## src/rtl/constraint_sweep_ctrl.sv

```systemverilog
// rtl/constraint_sweep_ctrl.sv - exhaustive candidate sweep driving one combinational constraint evaluator.
// Optional: SWEEP_EARLY_EXIT_EN stops the sweep at the first satisfying candidate.
module constraint_sweep_ctrl #(
   parameter int VEC_W = 10,
   parameter int CNT_W = VEC_W + 1
) (
   input  logic             clk,
   input  logic             rst,
   input  logic             start,
   input  logic             abort,
   input  logic             sat_in,
   output logic [VEC_W-1:0] cand,
   output logic             busy,
   output logic             done,
   output logic [CNT_W-1:0] sat_cnt,
   output logic [VEC_W-1:0] witness,
   output logic             witness_vld,
   output logic             unsat
);

   typedef enum logic [1:0] {ST_IDLE, ST_SWEEP, ST_DONE} state_t;

   localparam logic [VEC_W-1:0] CAND_MAX = '1;

   state_t           state, state_n;
   logic [VEC_W-1:0] cand_n, witness_n;
   logic [CNT_W-1:0] sat_cnt_n;
   logic             witness_vld_n, unsat_n;
   logic             sweep_end;

   always_ff @(posedge clk or posedge rst) begin
      if (rst) begin
         state       <= ST_IDLE;
         cand        <= '0;
         sat_cnt     <= '0;
         witness     <= '0;
         witness_vld <= 1'b0;
         unsat       <= 1'b0;
      end else begin
         state       <= state_n;
         cand        <= cand_n;
         sat_cnt     <= sat_cnt_n;
         witness     <= witness_n;
         witness_vld <= witness_vld_n;
         unsat       <= unsat_n;
      end
   end

   always_comb begin
      state_n       = state;
      cand_n        = cand;
      sat_cnt_n     = sat_cnt;
      witness_n     = witness;
      witness_vld_n = witness_vld;
      unsat_n       = unsat;
      sweep_end     = 1'b0;
      case (state)
         ST_IDLE: begin
            if (start) begin
               state_n       = ST_SWEEP;
               cand_n        = '0;
               sat_cnt_n     = '0;
               witness_n     = '0;
               witness_vld_n = 1'b0;
               unsat_n       = 1'b0;
            end
         end
         ST_SWEEP: begin
            // Abort wins over completion and discards this cycle's sample.
            if (abort) begin
               state_n = ST_IDLE;
            end else begin
               if (sat_in) begin
                  sat_cnt_n = sat_cnt + CNT_W'(1);
                  if (!witness_vld) begin
                     witness_n     = cand;
                     witness_vld_n = 1'b1;
                  end
               end
`ifdef SWEEP_EARLY_EXIT_EN
               sweep_end = sat_in || (cand == CAND_MAX);
`else
               sweep_end = (cand == CAND_MAX);
`endif
               if (sweep_end) begin
                  // unsat is registered on DONE entry so it lines up with done.
                  state_n = ST_DONE;
                  unsat_n = (sat_cnt_n == '0);
               end else begin
                  cand_n = cand + VEC_W'(1);
               end
            end
         end
         ST_DONE: begin
            state_n = ST_IDLE;
            unsat_n = (sat_cnt == '0);
         end
         default: state_n = ST_IDLE;
      endcase
   end

   assign busy = (state == ST_SWEEP);
   assign done = (state == ST_DONE);

endmodule

```

## config.mk

```make
export PLATFORM = sky130hd
export DESIGN_NAME = constraint_sweep_ctrl
export DESIGN_NICKNAME = d
export VERILOG_FILES = /design/src/rtl/constraint_sweep_ctrl.sv
export SDC_FILE = /design/constraint.sdc
export NUM_CORES = 1
export LEC_CHECK = 0
export ABC_AREA = 1
export CAP_MARGIN = 20
export CELL_PAD_IN_SITES_DETAIL_PLACEMENT = 0
export CELL_PAD_IN_SITES_GLOBAL_PLACEMENT = 1
export CORE_ASPECT_RATIO = 0.5
export CORE_MARGIN = 2
export CORE_UTILIZATION = 37
export CTS_CLUSTER_DIAMETER = 30
export DETAILED_ROUTE_END_ITERATION = 7
export MAX_ROUTING_LAYER = met4
export PLACE_DENSITY_LB_ADDON = 0.1
export SLEW_MARGIN = 20
export SYNTH_ARGS = -nofsm -noshare
export SYNTH_HDL_FRONTEND = slang
export SYNTH_SLANG_ARGS = --single-unit
```

## constraint.sdc

```tcl
create_clock -name clk -period 2.1 [get_ports clk]
set_input_delay 0.315 -clock clk [delete_from_list [all_inputs] [get_ports clk]]
set_output_delay 0.315 -clock clk [all_outputs]
set_load 0.01 [all_outputs]
```

# Yosys cells after proc, flatten, opt, wreduce, memory -nomap -nowiden
# Cells that the tools add are included.
[totals]
register_bits = 35
inputBits = 5
output_inout_bits = 35
word_cells = 54
[op_classes]
add_sub_neg = 2
n_eq_ne = 10
mux = 25
n_reduce_logical = 11
[op_table]
columns = ["cell", "count"]
rows = [
  ["two-way mux 10 bit", 6],
  ["two-way mux 11 bit", 5],
  ["case mux 10 bit (2 select lines)", 2],
  ["logical NOT 11 bit", 2],
  ["case mux 11 bit (2 select lines)", 1],
  ["AND reduction 4 bit", 3],
  ["adder 11 x 1 -> 11 bit, second input constant", 1],
  ["adder 10 x 1 -> 10 bit, second input constant", 1],
  ["== test 10 bit, second input constant", 1],
  ["inequality test 2 bit, second input constant", 5],
  ["two-way mux 2 bit", 3],
  ["two-way mux 1 bit", 5],
  ["AND reduction 5 bit", 1],
  ["case mux 2 bit (2 select lines)", 1],
  ["inequality test 3 x 2 -> 1 bit, second input constant", 1],
  ["case mux 1 bit (3 select lines)", 1],
  ["AND reduction 3 bit", 1],
  ["nonzero test 3 bit", 1],
  ["== test 2 x 1 -> 1 bit, second input constant", 1],
  ["== test 2 bit, second input constant", 1],
  ["logical NOT 2 bit", 1],
  ["inequality test 2 x 1 -> 1 bit, second input constant", 1],
  ["case mux 1 bit (2 select lines)", 1],
  ["AND reduction 2 bit", 1],
  ["nonzero test 2 bit", 1],
]

# Longest topological paths before layout
# Gate-level depths: netlist (run 1).
[logic_depth]
depth_word = 8
mapped_depth = 13
depth_no_buf = 12

# Worst setup path before layout (run 1)
# No wires, ideal clock.
[synth_path]
path_type = "flip-flop to flip-flop"
start = "register state[1]"
end = "register witness[8]"
setup_ps = 126
t_arrival_ps = 1588
t_required_ps = 1974
path_slack_ps = 386
stages_incl_launch_ff = 9
n_path_buf = 1
synth_period_minus_slack_ps = 1714
cell_sequence = "dfrtp_1 > inv_1 > ha_1 > inv_1 > a21oi_4 > nand2_2 > o21ai_1 > buf_4 > o22ai_1"
[synth_via]
elab_chain_len = 3
elab_cells_between_ends = 9
cone_classes = "eq/ne: 5; mux: 1; reduce/logical: 3"
[synth_rtl]
columns = ["item", "line", "source"]
rows = [
  ["from (decl)", "25", "state_t state, state_n;"],
  ["from (signal assigned)", "40", "state <= state_n;"],
  ["== test 2 x 1 -> 1 bit *", "-", ""],
  ["named net busy", "13", "output logic busy,"],
  ["inequality test 2 bit (no line) or nonzero test 2 bit (tied branches)", "-", ""],
  ["AND reduction 5 bit (no line)", "-", ""],
  ["to (signal assigned)", "43", "witness <= witness_n;"],
  ["to (decl)", "16", "output logic [VEC_W-1:0] witness,"],
]
# Mark *: on every way through the listed nets, which the timed path passes. The rest lies on a longest branch.
# A chain may end at the register's enable or synchronous reset.

# Worst setup path after layout (run 1)
[layout_path]
start = "register state[1]"
end = "output port busy"
[layout_via]
elab_chain_len = 1
[layout_rtl]
columns = ["item", "line", "source"]
rows = [
  ["== test 2 x 1 -> 1 bit", "102", "assign busy = (state == ST_SWEEP);"],
  ["to (decl)", "13", ""],
]
# Every way passes these cells.

==> results by group, run 1 <==
Floorplanning
  – Die span in x: 109 um
  – Core area: around 0.005 mm2
  – Die Area: between 0.006 and 0.007 mm2
  – Die H: between 50 and 60 um
  – Num ports: 40
  – Cell Rows: 18
  – Initial Util: about two fifths

STA
  – Tmin final: about 2.0 ns
  – # setup viols final: 0
  – Worst Setup Slack, final: around 0.09 ns
  – Final count of hold timing violations: 0
  – RSZ-0062 raised after global routing: false
  – Max-slew violation count: 0
  – Setup TNS: 0 ns
  – Clk_skew: roughly 0.0050 ns
  – Slew @ Worst Pin: 0.460 ns
  – Final hold slack: around 0.43 ns
  – Period Utilization, post-route: between 90% and 100%
  – Achievable frequency: 0.497 GHz
  – Relative slew slack: between 60% and 70%

CTS
  – Clock Root Buffer: clkbuf_8
  – H-tree depth: 2
  – CTS Buf Count: 5
  – Clk slew on worst S/H paths: approximately 0.08 ns
  – Clock buffer depth: 2
  – Post-CTS sizing: 0
  – TritonCTS Sinks: 35
  – Cts hold-fix bufs: 0
  – CTS tree: built
  – Post-CTS Setup Bufs: 0
  – Clk Latency, worst-skew pair: 0.29 ns

GRT
  – Initial antenna violation count: 0
  – GR Overflow Total: 0
  – Global-route wire length before repair: between 8000 and 9000 um
  – Gr usage total: between 10% and 20%
  – Vias in the first global route: approximately 1800
  – Largest net degree at the start of global routing: 36

Power
  – PwrDens: ~940 mW/mm2
  – Switching power of the nets: around 1000 uW
  – Switching share of power: 41.1%
  – Pleak: 0.00121 uW
  – Logic pwr share: between 40% and 50%
  – Flop pwr share: ~34%
  – Clk pwr share: 20.7%
  – Internal: ~1500 uW
  – Power Total: between 2000 and 2500 uW
  – Worst VDD drop: between 0.4 and 0.5 mV

Critical path
  – Critical path peak fanout: 4
  – CP top delay family: buffers and inverters
  – WP data arrival: 1.70 ns
  – Max incr delay on CP: between 0.5 and 0.6 ns
  – Worst EP required: 1.78 ns
  – Slowest-stage cell, CP: clkdlybuf4s50_1
  – CP Cell Sequence: inv_1 > ha_1 > buf_4 > clkdlybuf4s50_1
  – Critical path class: flip-flop to output pin
  – Worst Setup End Kind: output pin
  – Worst Setup Start Kind: flip-flop
  – CP bufs+invs: 3

Route
  – 1st-pass router iterations: 4
  – Routed WL: about 5000 um
  – Via-per-instance ratio: just under 5
  – DR WL/cell: 13.2 um
  – Drt initial violations: roughly 120
  – DRC Markers: 0
  – Vias: between 1500 and 2000
  – Post-route ant nets: 0

Final layout
  – Diodes inserted: 0
  – Share of post-route cells with drive strength above 1: between 10 and 15%
  – Net count reported at finish: roughly 320
  – Fin cells: between 300 and 400
  – P&R area growth vs syn: 30.0%
  – Fillers: 527

Synthesis
  – Post-Syn Area: between 0.002 and 0.0025 mm2
  – Top_reg_cell synth: dfrtp_1
  – Async SR Flop Fraction: 100%
  – Distinct cells, synth: 28
  – Post-synth EDFFs: 0
  – Count of warnings emitted by yosys: 0
  – Most frequent cell after synthesis: nand2_1
  – Post-Syn Instances: between 200 and 300
  – Syn avg cell area: just under 8 um2
  – Synth Register Bits: 35
  – Sequential area share after synthesis: a little over two fifths
  – Post-synth top cells: nand2_1, inv_1, dfrtp_1
  – Synth top area cells: dfrtp_1, nand2_1, inv_1, nand3_1, o22ai_1
  – Yosys top cell by area: dfrtp_1
  – Post-synth top area share: 43.2%
  – Net count after synthesis: 270

Place
  – HPWL after DPL: roughly 3600 um
  – Placement Setup Slack: around 0.12 ns
  – Placer congestion estimate: 0.807
  – IO buf count: 39
  – Dpl cells: between 300 and 400

Job
  – Max capacitance violation total: 0

Worst hold path
  – Hold Path Class: input pin to async pin

Run status
  – Status: completed
==> worst register-to-register path, delay by kind of cell (launching register included) <==
family                   cells  cell delay (ns)
AO/OA/AOI/OAI                2             0.39
buffers and inverters        2             0.17
AND/OR/NAND/NOR              5             0.65
adder cells (fa/ha/maj)      1             0.21
flip-flops                   1             0.40
==> metrics by stage <==
stage	cell area, um2	util [%]
2_1_floorplan	2030	-
3_3_place_gp	2520	49.6
3_5_place_dp	2520	49.6
4_1_cts	2610	51.3
5_1_grt	2630	51.7
6_report	2630	51.7
==> cell families after synthesis <==
kind of cell	count (synthesis)	share of synthesized area [%]
AOI/OAI and AO/OA	43	13.2
and+or+nand+nor	121	28.4
xor gates and xnor gates	1	0.432
buffers and inverters	51	10.5
DFF	35	43.2
adders and majority gates	7	4.32
==> power groups by stage <==
stage / Clock (uW) / Combinational [uW] / Sequential, uW
6_report: 513 / 1140 / 833
5_1_grt: 555 / 1260 / 843
4_1_cts: 525 / 1100 / 834
3_5_place_dp: 0 / 1090 / 845
3_3_place_gp: 0 / 1090 / 841
2_1_floorplan: 0 / 685 / 866
==> cell usage in the layout, fill, tap and decap left out, drive strengths merged, types with 3 or more instances in the layout <==
master | netlist | routed
a21oi | 4 | 4
buf | 5 | 11
clkbuf | 0 | 6
clkdlybuf4s50 | 0 | 39
dfrtp | 35 | 35
ha | 7 | 7
inv | 46 | 46
nand2 | 67 | 67
nand3 | 23 | 23
nand4 | 7 | 7
nor2 | 19 | 19
nor3 | 3 | 3
o21ai | 20 | 20
o22ai | 17 | 17
==> final timing paths <==
kind,slack [ns],to,depth (start not counted),from
max,0.09,busy,4,state[1]
min,0.43,sat_cnt[1],3,rst
max reg2reg,0.21,cand[7],10,state[0]
min reg2reg,0.49,unsat,2,unsat
max in group asynchronous,1.34,cand[6],3,rst
min in group clk,0.49,unsat,2,unsat
==> cell type report <==
| type | count | area (um2) | share of cell area (%) |
|---|---|---|---|
| clock buffer | 6 | 82.6 | 3.14 |
| tap | 70 | 87.6 | 3.33 |
| timing repair buffer | 50 | 473 | 18.0 |
| clock inverter | 1 | 5.00 | 0.190 |
| inverter | 46 | 173 | 6.56 |
| multi-input combinational | 172 | 937 | 35.6 |
| sequential | 35 | 876 | 33.3 |
==> layer usage <==
layer | track usage (%) | wire length (um) | vias to the layer above
met3 | 4.18 | 159 | 2
met4 | 3.48 | 12 | 0
met1 | 25.2 | 2590 | 851
li1 | - | - | 944
met2 | 28.4 | 2240 | 29
met5 | - | 0 | -
==> flip-flops by register name (all words and copies together) (netlist names) <==
signal,cells
sat_cnt,11
cand,10
witness,10
state,2
unsat,1
witness_vld,1
No activity file was read; power rests on OpenSTA's default activity.
==> run 2: changes to the inputs <==
--- a/config.mk
+++ b/config.mk
@@ -12,7 +12,7 @@
 export CORE_ASPECT_RATIO = 0.5
 export CORE_MARGIN = 2
 export CORE_UTILIZATION = 37
-export CTS_CLUSTER_DIAMETER = 30
+export CTS_CLUSTER_DIAMETER = 80
 export DETAILED_ROUTE_END_ITERATION = 7
 export MAX_ROUTING_LAYER = met4
 export PLACE_DENSITY_LB_ADDON = 0.1
==> results of run 2 <==
No change in the layout: final DEF, timing and power equal those of run 1.
==> run 3: changes to the inputs <==
--- a/config.mk
+++ b/config.mk
@@ -16,7 +16,7 @@
 export DETAILED_ROUTE_END_ITERATION = 7
 export MAX_ROUTING_LAYER = met4
 export PLACE_DENSITY_LB_ADDON = 0.1
-export SLEW_MARGIN = 20
+export SLEW_MARGIN = 25
 export SYNTH_ARGS = -nofsm -noshare
 export SYNTH_HDL_FRONTEND = slang
 export SYNTH_SLANG_ARGS = --single-unit
==> results of run 3 <==
No change in the layout: final DEF, timing and power equal those of run 1.
